--- src/rtl/rtc_pkg.sv ---
// Shared RTC bus definitions: register map, transfer commands, phase encoding
// and the transfer-index to address/data lookups used by the bus sequencers.
package rtc_pkg;

  localparam logic [7:0] RTC_SEG   = 8'h21;
  localparam logic [7:0] RTC_MIN   = 8'h22;
  localparam logic [7:0] RTC_HORA  = 8'h23;
  localparam logic [7:0] RTC_DIA   = 8'h24;
  localparam logic [7:0] RTC_MES   = 8'h25;
  localparam logic [7:0] RTC_ANIO  = 8'h26;
  localparam logic [7:0] RTC_TSEG  = 8'h41;
  localparam logic [7:0] RTC_TMIN  = 8'h42;
  localparam logic [7:0] RTC_THORA = 8'h43;

  localparam logic [7:0] CMD_RD_XFER = 8'hF0;
  localparam logic [7:0] CMD_WR_XFER = 8'hF1;

  localparam logic [3:0] CODE_CMD = 4'd9;

  typedef enum logic [2:0] {
    PH_IDLE,
    PH_SETUP,
    PH_STROBE,
    PH_HOLD,
    PH_GAP
  } phase_t;

  typedef enum logic [1:0] {
    ST_IDLE,
    ST_ADDR,
    ST_DATA
  } xfer_state_t;

  // Index 9 (and anything beyond) is the RAM-to-RTC transfer command.
  function automatic logic [7:0] xfer_addr(input logic [3:0] idx);
    case (idx)
      4'd0:    return RTC_SEG;
      4'd1:    return RTC_MIN;
      4'd2:    return RTC_HORA;
      4'd3:    return RTC_DIA;
      4'd4:    return RTC_MES;
      4'd5:    return RTC_ANIO;
      4'd6:    return RTC_TSEG;
      4'd7:    return RTC_TMIN;
      4'd8:    return RTC_THORA;
      default: return CMD_WR_XFER;
    endcase
  endfunction

  function automatic logic [7:0] xfer_data(input logic [71:0] d, input logic [3:0] idx);
    case (idx)
      4'd0:    return d[7:0];
      4'd1:    return d[15:8];
      4'd2:    return d[23:16];
      4'd3:    return d[31:24];
      4'd4:    return d[39:32];
      4'd5:    return d[47:40];
      4'd6:    return d[55:48];
      4'd7:    return d[63:56];
      4'd8:    return d[71:64];
      default: return CMD_WR_XFER;
    endcase
  endfunction

endpackage

--- src/rtl/rtc_bus_phase_timer.sv ---
// Bus-cycle timing engine: runs one SETUP/STROBE/HOLD/GAP subcycle per start
// pulse and drives the registered CS_n/WR_n/bus strobes for it.
module rtc_bus_phase_timer
  import rtc_pkg::*;
#(
  parameter int T_SETUP  = 2,
  parameter int T_STROBE = 4,
  parameter int T_HOLD   = 2,
  parameter int T_GAP    = 4
) (
  input  logic       Clock,
  input  logic       Reset,
  input  logic       start,
  input  logic [7:0] value,
  output logic       cs_n,
  output logic       wr_n,
  output logic       oe,
  output logic [7:0] bus_out,
  output logic       sub_done
);

  phase_t     phase;
  logic [7:0] count;

  // High in the last GAP cycle so the next subcycle can start with no idle cycle.
  assign sub_done = (phase == PH_GAP) && (count == 8'd0);

  // NOTE: sequential state uses non-blocking assignments so every register
  // samples pre-edge values, independent of statement order.
  always_ff @(posedge Clock) begin
    if (Reset) begin
      phase   <= PH_IDLE;
      count   <= 8'd0;
      cs_n    <= 1'b1;
      wr_n    <= 1'b1;
      oe      <= 1'b0;
      bus_out <= 8'h00;
    end else if (start) begin
      phase   <= PH_SETUP;
      count   <= 8'(T_SETUP - 1);
      cs_n    <= 1'b0;
      wr_n    <= 1'b1;
      oe      <= 1'b1;
      bus_out <= value;
    end else if (count != 8'd0) begin
      count <= count - 8'd1;
    end else begin
      case (phase)
        PH_SETUP: begin
          phase <= PH_STROBE;
          count <= 8'(T_STROBE - 1);
          wr_n  <= 1'b0;
        end
        PH_STROBE: begin
          phase <= PH_HOLD;
          count <= 8'(T_HOLD - 1);
          wr_n  <= 1'b1;
        end
        PH_HOLD: begin
          phase   <= PH_GAP;
          count   <= 8'(T_GAP - 1);
          cs_n    <= 1'b1;
          oe      <= 1'b0;
          bus_out <= 8'h00;
        end
        default: phase <= PH_IDLE;
      endcase
    end
  end

endmodule

--- src/rtl/rtc_bus_writer.sv ---
// RTC write sequencer: latches nine bytes on Inicie, writes them to the time/
// date and timer registers, then issues the RAM-to-RTC transfer command.
module rtc_bus_writer
  import rtc_pkg::*;
#(
  parameter int T_SETUP  = 2,
  parameter int T_STROBE = 4,
  parameter int T_HOLD   = 2,
  parameter int T_GAP    = 4
) (
  input  logic        Clock,
  input  logic        Reset,
  input  logic        Inicie,
  input  logic [71:0] Datos,
  output logic [7:0]  Bus_out,
  output logic        Bus_oe,
  output logic        AD,
  output logic        CS_n,
  output logic        WR_n,
  output logic        RD_n,
  output logic [3:0]  Code,
  output logic        Busy,
  output logic        Done
);

  xfer_state_t state;
  logic [3:0]  index;
  logic [71:0] latched;
  logic        accept;
  logic        last;
  logic        start;
  logic        sub_done;
  logic [7:0]  value;

  // A start coinciding with Done is dropped; the next cycle may start again.
  assign accept = (state == ST_IDLE) && Inicie && !Done;
  assign last   = (index == CODE_CMD);
  assign RD_n   = 1'b1;

  // value is what the timer latches onto the bus when start fires this edge.
  // NOTE: every always_comb output gets a default first, so no path leaves
  // it unassigned and no latch is inferred.
  always_comb begin
    start = accept;
    value = xfer_addr(4'd0);
    case (state)
      ST_ADDR: begin
        start = sub_done;
        value = xfer_data(latched, index);
      end
      ST_DATA: begin
        start = sub_done && !last;
        value = xfer_addr(index + 4'd1);
      end
      default: ;
    endcase
  end

  // NOTE: the data latch has no reset; it is only read after being loaded,
  // and leaving it out keeps the wide register free of reset routing.
  always_ff @(posedge Clock) begin
    if (accept) latched <= Datos;
  end

  always_ff @(posedge Clock) begin
    if (Reset) begin
      state <= ST_IDLE;
      index <= 4'd0;
      Code  <= CODE_CMD;
      Busy  <= 1'b0;
      Done  <= 1'b0;
      AD    <= 1'b1;
    end else begin
      Done <= 1'b0;
      case (state)
        ST_IDLE: begin
          if (accept) begin
            state <= ST_ADDR;
            index <= 4'd0;
            Code  <= 4'd0;
            Busy  <= 1'b1;
            AD    <= 1'b0;
          end
        end
        ST_ADDR: begin
          if (sub_done) begin
            state <= ST_DATA;
            AD    <= 1'b1;
          end
        end
        ST_DATA: begin
          if (sub_done) begin
            if (last) begin
              state <= ST_IDLE;
              index <= 4'd0;
              Code  <= CODE_CMD;
              Busy  <= 1'b0;
              Done  <= 1'b1;
            end else begin
              state <= ST_ADDR;
              index <= index + 4'd1;
              Code  <= index + 4'd1;
              AD    <= 1'b0;
            end
          end
        end
        default: state <= ST_IDLE;
      endcase
    end
  end

  rtc_bus_phase_timer #(
    .T_SETUP (T_SETUP),
    .T_STROBE(T_STROBE),
    .T_HOLD  (T_HOLD),
    .T_GAP   (T_GAP)
  ) u_timer (
    .Clock   (Clock),
    .Reset   (Reset),
    .start   (start),
    .value   (value),
    .cs_n    (CS_n),
    .wr_n    (WR_n),
    .oe      (Bus_oe),
    .bus_out (Bus_out),
    .sub_done(sub_done)
  );

endmodule

--- config.mk ---
export PLATFORM = sky130hd
export DESIGN_NAME = rtc_bus_writer
export DESIGN_NICKNAME = d
export VERILOG_FILES = /design/src/rtl/rtc_pkg.sv /design/src/rtl/rtc_bus_phase_timer.sv /design/src/rtl/rtc_bus_writer.sv
export SDC_FILE = /design/constraint.sdc
export NUM_CORES = 1
export LEC_CHECK = 0
export CAP_MARGIN = 10
export CELL_PAD_IN_SITES_DETAIL_PLACEMENT = 1
export CELL_PAD_IN_SITES_GLOBAL_PLACEMENT = 1
export CORE_AREA = 2 2 114 83
export DETAILED_ROUTE_END_ITERATION = 7
export DIE_AREA = 0 0 116 85
export DONT_BUFFER_PORTS = 1
export HOLD_SLACK_MARGIN = 0.08
export PLACE_DENSITY_LB_ADDON = 0.1
export SLEW_MARGIN = 10
export SYNTH_ARGS = -nofsm -noshare
export SYNTH_HDL_FRONTEND = slang
export SYNTH_SLANG_ARGS = --single-unit
--- constraint.sdc ---
create_clock -name Clock -period 4.2 [get_ports Clock]
set_input_delay 0.42 -clock Clock [delete_from_list [all_inputs] [get_ports Clock]]
set_output_delay 0.42 -clock Clock [all_outputs]
set_load 0.01 [all_outputs]
**Word-level counts from Yosys, hierarchy flattened**

Memories as Yosys holds them, arrays and structs flattened.
Cells that the tools add are included.

- Add/sub/neg operators: 2
- Equality and inequality tests: 21
- Multiplexer cells: 41
- Bitwise operators: 3
- Reductions and logical operators: 25

Operators with widths:

| operator | number |
|---|---|
| 8-bit case mux with 9 select lines | 1 |
| 8-bit 2-to-1 mux | 4 |
| 8-bit case mux with 2 select lines | 2 |
| 4-bit 2-to-1 mux | 5 |
| 1-bit 2-to-1 mux | 18 |
| 4-bit by 3-bit == test with 1-bit output (second input constant) | 4 |
| 4-bit case mux with 2 select lines | 2 |
| 2-bit inequality test (second input constant) | 6 |
| 3-bit case mux with 3 select lines | 1 |
| 4-bit by 2-bit == test with 1-bit output (second input constant) | 2 |
| 4-bit == test (second input constant) | 2 |
| 8-bit logical NOT | 1 |
| 8-bit nonzero test | 1 |
| 8-bit by 1-bit subtractor with 8-bit output (second input constant) | 1 |
| 3-bit by 2-bit == test with 1-bit output (second input constant) | 2 |
| 2-bit 2-to-1 mux | 3 |
| 1-bit case mux with 2 select lines | 3 |
| 2-bit case mux with 3 select lines | 1 |
| 3-bit AND reduction | 2 |
| 2-bit nonzero test | 3 |
| 3-bit nonzero test | 2 |
| 5-bit AND reduction | 1 |
| 4-bit by 1-bit adder with 4-bit output (second input constant) | 1 |
| 4-bit by 1-bit == test with 1-bit output (second input constant) | 1 |
| other kinds (15) | 23 |

- Register bits: 107
- Bits in read-only memories: 112
- Input port bits: 75
- Logic and storage cells: 108
- Memories kept: 1

Memories:

| memory | depth | bits a word | read ports | clocked after Yosys merged registers in | write ports | RTL line | RTL |
|---|---|---|---|---|---|---|---|
| (name not given) | 16 | 7 | 1 | 0 | 0 | rtc_pkg.sv:36 | `case (idx)` |

**Logic depth before layout (Yosys ltp)**

Gate-level depths: netlist (run 1).

- Word-level depth: 6
- Gate-level depth with buffers: 9
- Gate-level depth less buffers: 7

**Cells and area by module**

Synthesis (run 1) repeated with hierarchy kept, for this count alone.

- Cell total of the unflattened synthesis: 369
- Area total of the unflattened synthesis: 4620.7 um2

By module, submodules not included:

| module | instances | cells each | area each (um2) | seq. area each (um2) |
|---|---|---|---|---|
| rtc_bus_writer | 1 | 269 | 3607.2 | 2382.3 |
| rtc_bus_phase_timer | 1 | 100 | 1013.5 | 440.4 |

**Worst setup path before layout (run 1)**

OpenSTA, ideal clock, no wires.

- Path type: register to register
- From: register state[0]
- To: register latched[0] (enable)
- Library setup time: 0.426 ns
- Data arrival time: 2.128 ns
- Data required time: 3.774 ns
- Slack: 1.646 ns
- Stages on the path, launching flop included: 5
- Path buffers: 0
- Path through: dfxtp_1 inv_1 ha_1 nand3b_1 inv_1

- Longest elaborated chain between the ends: 3

Ends and longest elaborated chain:

| what | RTL line | RTL |
|---|---|---|
| start: declaration | rtc_bus_writer.sv:26 | `xfer_state_t state;` |
| start signal: assignment | rtc_bus_writer.sv:67 | `state <= ST_IDLE;` |
| start signal: assignment | rtc_bus_writer.sv:78 | `state <= ST_ADDR;` |
| start signal: assignment | rtc_bus_writer.sv:87 | `state <= ST_DATA;` |
| 2-bit logical NOT | rtc_bus_writer.sv:36 | `assign accept = (state == ST_IDLE) && Inicie && !Done;` |
| 1-bit logical AND (2 in a row) | rtc_bus_writer.sv:36 |  |
| net accept | rtc_bus_writer.sv:29 | `logic accept;` |
| end signal: assignment | rtc_bus_writer.sv:62 | `if (accept) latched <= Datos;` |
| end: declaration | rtc_bus_writer.sv:28 | `logic [71:0] latched;` |

The timed path passes the listed nets, and every way through them passes these cells.
A chain may end at the register's enable or synchronous reset.

==> results.toml, run 1 <==
[outcome]
outcome = "complete, no violations"

[sta]
finClkSkew_ns = 0.00559
setup_violations = 0
tightestPinTransition_ns = 0.932
timing.final.ws_setup_ns = 1.05
fin_crit_ns = 3.15
hold_viol = 0
rsz0062_at_grt = "no"
slew_violations = 0
slew_headroom_pct = 37.9
fin_crit_sh_pct = 74.9
clock.fmax_mhz = 318
finalSetupTns_ns = 0

[worst_setup_path]
arrival_ns = 3.38
worst_r2r_path_depth = 7
worstSetupStartpointType = "flop"
slowest_delay_ns = 0.71
worstSetupEndpointType = "flop"
crit_chain = "inv_1, ha_1, nand3b_1, a31o_2, a21oi_1, a21oi_1, a32o_1"
critPathMaxFanout = 18
crit_slowest_cell = "ha_1"
worst-setup-path-type = "flop to flop"
cp_num_buf_inv = 1
cpMostUsedCell = "a21oi_1"
crit_required_ns = 4.44
cp.depth = 7
crit_family = "compound AO/OA/AOI/OAI gates"

[flow_run]
max-cap-violations = 0

[floorplan]
rows = 29
die_y_um = 85
pin_count = 94
die_area_sq_mm = 0.00986
start_util_pct = 51.6
core-area_sq_mm = 0.00878
die_x_um = 116

[global_routing]
antenna_found_initial = 1
grt_pass1_wl_um = 16700
grt.overflow.total = 0
track_usage_pct = 22.8
grt_pass1_vias = 3053
grt_max_degree = 50

[cells_and_area]
finish.instance_area_sq_mm = 0.00490
drive_above_1_share_pct = 7.75
stdcell_count = 499
nets = 457
final_cell_mix = "edfxtp_1, a21oi_1, dfxtp_1"
final_common_cell = "edfxtp_1"
area.growth.synth_to_final_pct = 8.26

[clock_tree]
clockBufferDepth = 2
cts_resized = 0
post_cts_buffers = 0
clk_latency_ns = 0.35
tritoncts = "yes"
htreeDepth = 3
cts_sinks = 105
cts-root-buf = "clkbuf_16"
cts_hold_buf = 0
cts_buffers = 9
clk_pin_slew_worst_paths_ns = 0.06

[detailed_routing]
ant_nets = 0
wirelength_um = 10800
dr_total_vias = 3015
drt_iter0_drc = 191
post-route-drc-count = 0
via_per_inst = 6.04
dr.pass1.iters = 5
routedWlPerCell_um = 21.6

[worst_hold_path]
hp-class = "input pin to flop"
min_path_cells = 1

[logic_synthesis]
synth-seq-cells = 105
yosysTopAreaCellShare_pct = 47.8
synth_top_flop_cell = "edfxtp_1"
synth_edf_count = 72
synth_top_area_cell = "edfxtp_1"
syn_area_sq_mm = 0.00453
synthTopCellsByArea = "edfxtp_1, dfxtp_1, a21oi_1"
async_flop_share_pct = 0
ys_seq_area_share_pct = 62.4
yosysWarnings = 0
syn-mean-instance-area_sq_um = 12.0
synth_cell_type_count = 61
syn_inst = 377
synthesis.nets = 465

[placement]
place_ws_ns = 1.07
place_congestion = 0.852
numPortBuffers = 0
post_dp_cell_area_sq_mm = 0.00460
dp_hpwl_um = 7400
placedCellCount = 482

[pwr]
switching_share_pct = 27.2
p_sw_uw = 688
p_int_mw = 1.84
vdd_ir_drop_max_v = 0.000301
leakage_nw = 1.76
power.density_mw_per_mm2 = 517
seqPwrFrac_pct = 51.6
clkPwrFrac_pct = 33.0
pwr-share-comb_pct = 15.4
==> sequential cells by signal, indices dropped and copies added (netlist names), 2 cells and up <==
signal / count
latched: 72
u_timer.bus_out: 8
u_timer.count: 8
Code: 4
u_timer.phase: 3
index: 2
state: 2
==> cell type report <==
class	instances	area, sq um
well taps	124	155
multi-input cells	236	1550
diodes	1	2.50
clock inverters	6	68.8
repair buffers	3	22.5
inverters	14	52.6
fillers	922	3880
flip-flops and latches	105	2820
clock buffers	10	229
==> cells by family after synthesis <==
logic type      Yosys count  share of synthesized area [%]
fa+ha+maj                13                           3.59
buf+inv                  36                           3.45
flops                   105                           62.4
mux                       4                          0.940
other cells               1                         0.0828
xor+xnor                  5                          0.968
simple gates            104                           12.2
compound gates          109                           16.4
==> power by group through the flow <==
stage,Clock [mW],Combinational (mW),Sequential [mW]
final,0.837,0.389,1.31
after global routing,0.891,0.429,1.32
after CTS,0.855,0.391,1.31
after detailed placement,0,0.388,1.33
after global placement,0,0.373,1.32
after floorplan,0,0.303,1.31
==> per-stage QoR <==
step	util [%]	hold WS, ns	power, mW
4_1_cts	55.8	0.122	2.55
3_5_place_dp	52.4	0.494	1.72
3_3_place_gp	52.4	0.492	1.70
5_1_grt	55.8	0.125	2.64
2_1_floorplan	-	0.477	1.61
6_report	55.8	0.135	2.53
==> final timing paths <==
path / from / slack [ns] / to
max: Code[1]$_SDFFE_PP0P_ / 1.05 / u_timer.bus_out[0]$_SDFFE_PP0P_
min: Reset / 0.13 / Code[2]$_SDFFE_PP0P_
max reg2reg: Code[1]$_SDFFE_PP0P_ / 1.05 / u_timer.bus_out[0]$_SDFFE_PP0P_
min reg2reg: u_timer.oe$_SDFFE_PP0P_ / 0.53 / u_timer.oe$_SDFFE_PP0P_
==> Yosys cell counts, types with 4 or more instances <==
cell type,count
a211o_1,5
a21oi_1,34
a22o_1,4
a22oi_1,21
and3_1,6
clkbuf_1,13
dfxtp_1,33
edfxtp_1,72
ha_1,13
inv_1,14
nand2_1,23
nand2b_1,4
nand3_1,6
nand3b_1,4
nand4_1,4
nor2_1,26
nor3_1,9
o21ai_0,9
o21bai_1,5
or3_1,4
==> routing by layer <==
metal,up-vias,wire [um],GRT usage [%]
li1,1410,-,-
met2,83,4910,34.7
met1,1513,5050,31.7
met3,9,688,6.64
met4,0,123,7.14
met5,-,0,0
(Power assumes the default switching activity.)
==> inputs of run 2 (changes only) <==
- CORE_AREA: 2 2 114 83 -> 2 2 117 85
- DIE_AREA: 0 0 116 85 -> 0 0 119 87
- clock period: 4.2 -> 3 ns (I/O delays scaled with it)
==> results.toml, run 2 (synthesized netlist as in run 1, its figures left out) <==
[floorplan]
start_util_pct = 48.4
die_y_um = 87
die_x_um = 119
core-area_sq_mm = 0.00935
rows = 30
pin_count = 94
die_area_sq_mm = 0.0104

[placement]
place_congestion = 0.795
placedCellCount = 493
dp_hpwl_um = 7480
place_ws_ns = 0.663
numPortBuffers = 0

[detailed_routing]
dr_total_vias = 3366
ant_nets = 0
dr.pass1.iters = 5
routedWlPerCell_um = 21.6
wirelength_um = 12600
via_per_inst = 5.78
drt_iter0_drc = 256
post-route-drc-count = 0

[global_routing]
grt_max_degree = 73
track_usage_pct = 25.6
antenna_found_initial = 0
grt_pass1_vias = 3604
grt.overflow.total = 0
grt_pass1_wl_um = 19800

[cells_and_area]
final_cell_mix = "dlygate4sd3_1, edfxtp_1, a21oi_1"
stdcell_count = 582
nets = 537
n_antenna_cell = 0
top_register = "latched"
area.growth.synth_to_final_pct = 26.1
drive_above_1_share_pct = 8.15
utilization_pct = 61.1
reg_top3 = "latched x72, u_timer.bus_out x8, u_timer.count x8"
largest_register_ffs = 72
final_common_cell = "dlygate4sd3_1"

[sta]
finalSetupTns_ns = 0
rsz0062_at_grt = "no"
slew_headroom_pct = 56.7
hold_viol = 0
finClkSkew_ns = 0.00830
timing.final.ws_setup_ns = 0.507
tightestPinTransition_ns = 0.649
clock.fmax_mhz = 401
setup_violations = 0
slew_violations = 0
fin_crit_sh_pct = 83.1
fin_crit_ns = 2.49

[clock_tree]
clk_pin_slew_worst_paths_ns = 0.07
cts_buffers = 9
clk_latency_ns = 0.35
tritoncts = "yes"
cts_sinks = 105
cts_resized = 0
htreeDepth = 3
clockBufferDepth = 2
post_cts_buffers = 0
cts-root-buf = "clkbuf_16"
cts_hold_buf = 73

[worst_setup_path]
critPathMaxFanout = 11
worstSetupEndpointType = "flop"
arrival_ns = 2.72
worstSetupStartpointType = "flop"
crit_required_ns = 3.23
worst-setup-path-type = "flop to flop"

[worst_hold_path]
hp-class = "input pin to flop"

[flow_run]
max-cap-violations = 0

[pwr]
vdd_ir_drop_max_v = 0.000420
leakage_nw = 2.12
power.density_mw_per_mm2 = 652
p_total_mw = 3.72

[outcome]
outcome = "complete, no violations"
[run 2: worst max-delay path, cell delays in order (launching register included)]
cell	delay, ns
dfxtp_1	0.42
inv_1	0.17
ha_1	0.53
nand2b_1	0.22
a21o_1	0.34
o21a_1	0.23
a311oi_1	0.33
a31oi_1	0.14
[run 2: report_power, final]
part	internal, mW	switching [mW]	total (mW)
logic	0.303	0.373	0.676
registers	1.73	0.111	1.84
clock network	0.662	0.547	1.21
[run 2: worst paths after layout]
path                                         startpoint                              end  slack (ns)  cells past startpoint
worst max-delay path               Code[1]$_SDFFE_PP0P_  u_timer.bus_out[5]$_SDFFE_PP0P_        0.51                      7
worst min-delay path                              Reset  u_timer.bus_out[5]$_SDFFE_PP0P_        0.10                      2
worst max register to register     Code[1]$_SDFFE_PP0P_  u_timer.bus_out[5]$_SDFFE_PP0P_        0.51                      7
worst min register to register  u_timer.oe$_SDFFE_PP0P_          u_timer.oe$_SDFFE_PP0P_        0.51                      2
[run 2: stage by stage]
stage	hold slack (ns)	cell area, sq um
2_1_floorplan	0.399	4530
6_report	0.103	5710
4_1_cts	0.0963	5710
3_5_place_dp	0.374	4670
3_3_place_gp	0.372	4670
5_1_grt	0.115	5710
[run 2: final cells by class]
| cell class | count | area (sq um) |
|---|---|---|
| fillers | 940 | 3640 |
| flip-flops and latches | 105 | 2820 |
| multi-input cells | 236 | 1550 |
| repair buffers | 83 | 818 |
| clock buffers | 9 | 225 |
| well taps | 128 | 160 |
| clock inverters | 7 | 81.3 |
| inverters | 14 | 52.6 |
[run 2: metal layers]
metal	vias up	wire (um)	track usage, %
li1	1564	-	-
met1	1677	5260	31.6
met2	106	6220	43.9
met3	19	859	8.25
met4	0	206	7.25
met5	-	0	0
==> inputs of run 3 (changes only) <==
- CORE_AREA: 2 2 117 85 -> 2 2 123 89
- DIE_AREA: 0 0 119 87 -> 0 0 125 91
- clock period: 3 -> 2.25 ns (I/O delays scaled with it)
==> results.toml, run 3 (synthesized netlist as in run 1, its figures left out) <==
[cells_and_area]
multi_input_area_sq_mm = 0.00158
nets = 556
stdcell_count = 607
seqCellArea_sq_mm = 0.00283
final_common_cell = "dlygate4sd3_1"
final_cell_mix = "dlygate4sd3_1, edfxtp_1, a21oi_1"
area.growth.synth_to_final_pct = 30.1
finish.instance_area_sq_mm = 0.00589
drive_above_1_share_pct = 13.7
top_register = "latched"
largest_register_ffs = 72
fillers = 1044
reg_top3 = "latched x72, u_timer.bus_out x8, u_timer.count x8"

[floorplan]
pin_count = 94
rows = 31
die_y_um = 91
die_area_sq_mm = 0.0114
start_util_pct = 44.5
die_x_um = 125
core-area_sq_mm = 0.0102

[sta]
slew_headroom_pct = 58.3
finalSetupTns_ns = 0
fin_crit_sh_pct = 96.8
tightestPinTransition_ns = 0.610
slew_violations = 0
rsz0062_at_grt = "no"
setup_violations = 0
clock.fmax_mhz = 459
hold_viol = 0
finClkSkew_ns = 0.00724
fin_crit_ns = 2.18

[global_routing]
grt_pass1_vias = 3613
grt.overflow.total = 0
grt_max_degree = 73
antenna_found_initial = 2
track_usage_pct = 22.7
grt_pass1_wl_um = 19800

[clock_tree]
cts_buffers = 9
clk_pin_slew_worst_paths_ns = 0.07
cts_sinks = 105
htreeDepth = 3
clockBufferDepth = 2
clk_latency_ns = 0.35
cts-root-buf = "clkbuf_16"
tritoncts = "yes"

[worst_setup_path]
crit_chain = "inv_2, ha_2, or4b_4, or4_4, nor2b_4, a211o_1"
crit_family = "simple AND/OR/NAND/NOR gates"
reg2reg_from = "u_timer.count[0]$_SDFFE_PP0P_"
worstSetupEndpointType = "flop"
cp_num_buf_inv = 1
slowest_delay_ns = 0.55
worst-setup-path-type = "flop to flop"
arrival_ns = 2.41
cp-startpoint = "u_timer.count[0]$_SDFFE_PP0P_"
crit_required_ns = 2.49
worstSetupStartpointType = "flop"
critPathMaxFanout = 7
crit_slowest_cell = "or4_4"

[placement]
place_congestion = 0.849
dp_hpwl_um = 8090
placedCellCount = 514
numPortBuffers = 0
post_dp_cell_area_sq_mm = 0.00481

[worst_hold_path]
hp-class = "input pin to flop"
min-delay-start = "Reset"

[pwr]
vdd_ir_drop_max_v = 0.000582
power.density_mw_per_mm2 = 838
leakage_nw = 2.20

[detailed_routing]
wirelength_um = 12500
dr.pass1.iters = 4
post-route-drc-count = 0
drt_iter0_drc = 204
dr_total_vias = 3420
via_per_inst = 5.63
routedWlPerCell_um = 20.7
ant_nets = 0

[outcome]
outcome = "complete, no violations"

[flow_run]
max-cap-violations = 0
==> run 3: cell types whose count changed in the layout (fill, tap and decap cells not counted), sizes merged <==
cell,before,now
clkinv,2,3
dlygate4sd3,73,74
clkinvlp,0,1
bufinv,1,0
inv,18,15
clkbuf,9,11
buf,10,28
diode,0,2
==> run 3: worst paths after layout <==
kind | end | slack [ns] | cells after the start
setup reg to reg | u_timer.bus_out[7]$_SDFFE_PP0P_ | 0.07 | 6
hold / removal | u_timer.phase[1]$_SDFFE_PP0N_ | 0.28 | 3
setup / recovery | u_timer.bus_out[7]$_SDFFE_PP0P_ | 0.07 | 6
hold reg to reg | Busy$_SDFFE_PP0P_ | 0.52 | 2
==> run 3: power by group <==
group	internal [mW]	total, mW	switching (mW)	leakage [nW]
Combinational	0.429	0.933	0.504	1.09
Sequential	2.30	2.45	0.153	0.962
Clock	0.829	1.55	0.717	0.148
==> run 3: tightest hold or removal path, stage by stage <==
cell	delay [ns]
a211o_2	0.11
buf_4	0.19
a221oi_2	0.05
==> run 3: layout make-up <==
cell class / count / area share [%]
Clock buffer: 11 / 4.29
Tap cell: 132 / 2.80
Sequential cell: 105 / 48.0
Clock inverter: 5 / 0.786
Antenna cell: 2 / 0.0850
Inverter: 14 / 0.956
Timing Repair Buffer: 102 / 16.4
Multi-Input combinational cell: 236 / 26.8
==> run 3: what timing repair did <==
| action | in CTS | in global routing |
|---|---|---|
| hold buffers | 74 | 0 |
| endpoints found under the hold margin | 88 | 0 |
| endpoints found under the setup margin | 0 | 10 |
| buffers inserted | 0 | 1 |
| resized for setup | 0 | 9 |
==> run 3: through the flow <==
stage | util, % | hold slack [ns] | power [mW] | worst slack (ns)
2_1_floorplan | - | 0.324 | 3.01 | 0.0204
3_3_place_gp | 47.3 | 0.292 | 3.23 | 0.0858
3_5_place_dp | 47.3 | 0.298 | 3.27 | 0.0701
4_1_cts | 57.6 | 0.276 | 4.91 | 0.0511
5_1_grt | 58.0 | 0.303 | 5.16 | 0.000760
6_report | 58.0 | 0.285 | 4.93 | 0.0725
==> run 3: metal layers <==
layer	GRT usage [%]	wire length [um]	vias up	share of wire, %
met5	0	0	-	0
met4	7.59	214	0	1.7
met3	5.95	753	14	6.0
met2	35.4	5870	97	47
met1	31.0	5700	1709	45
li1	-	-	1600	-
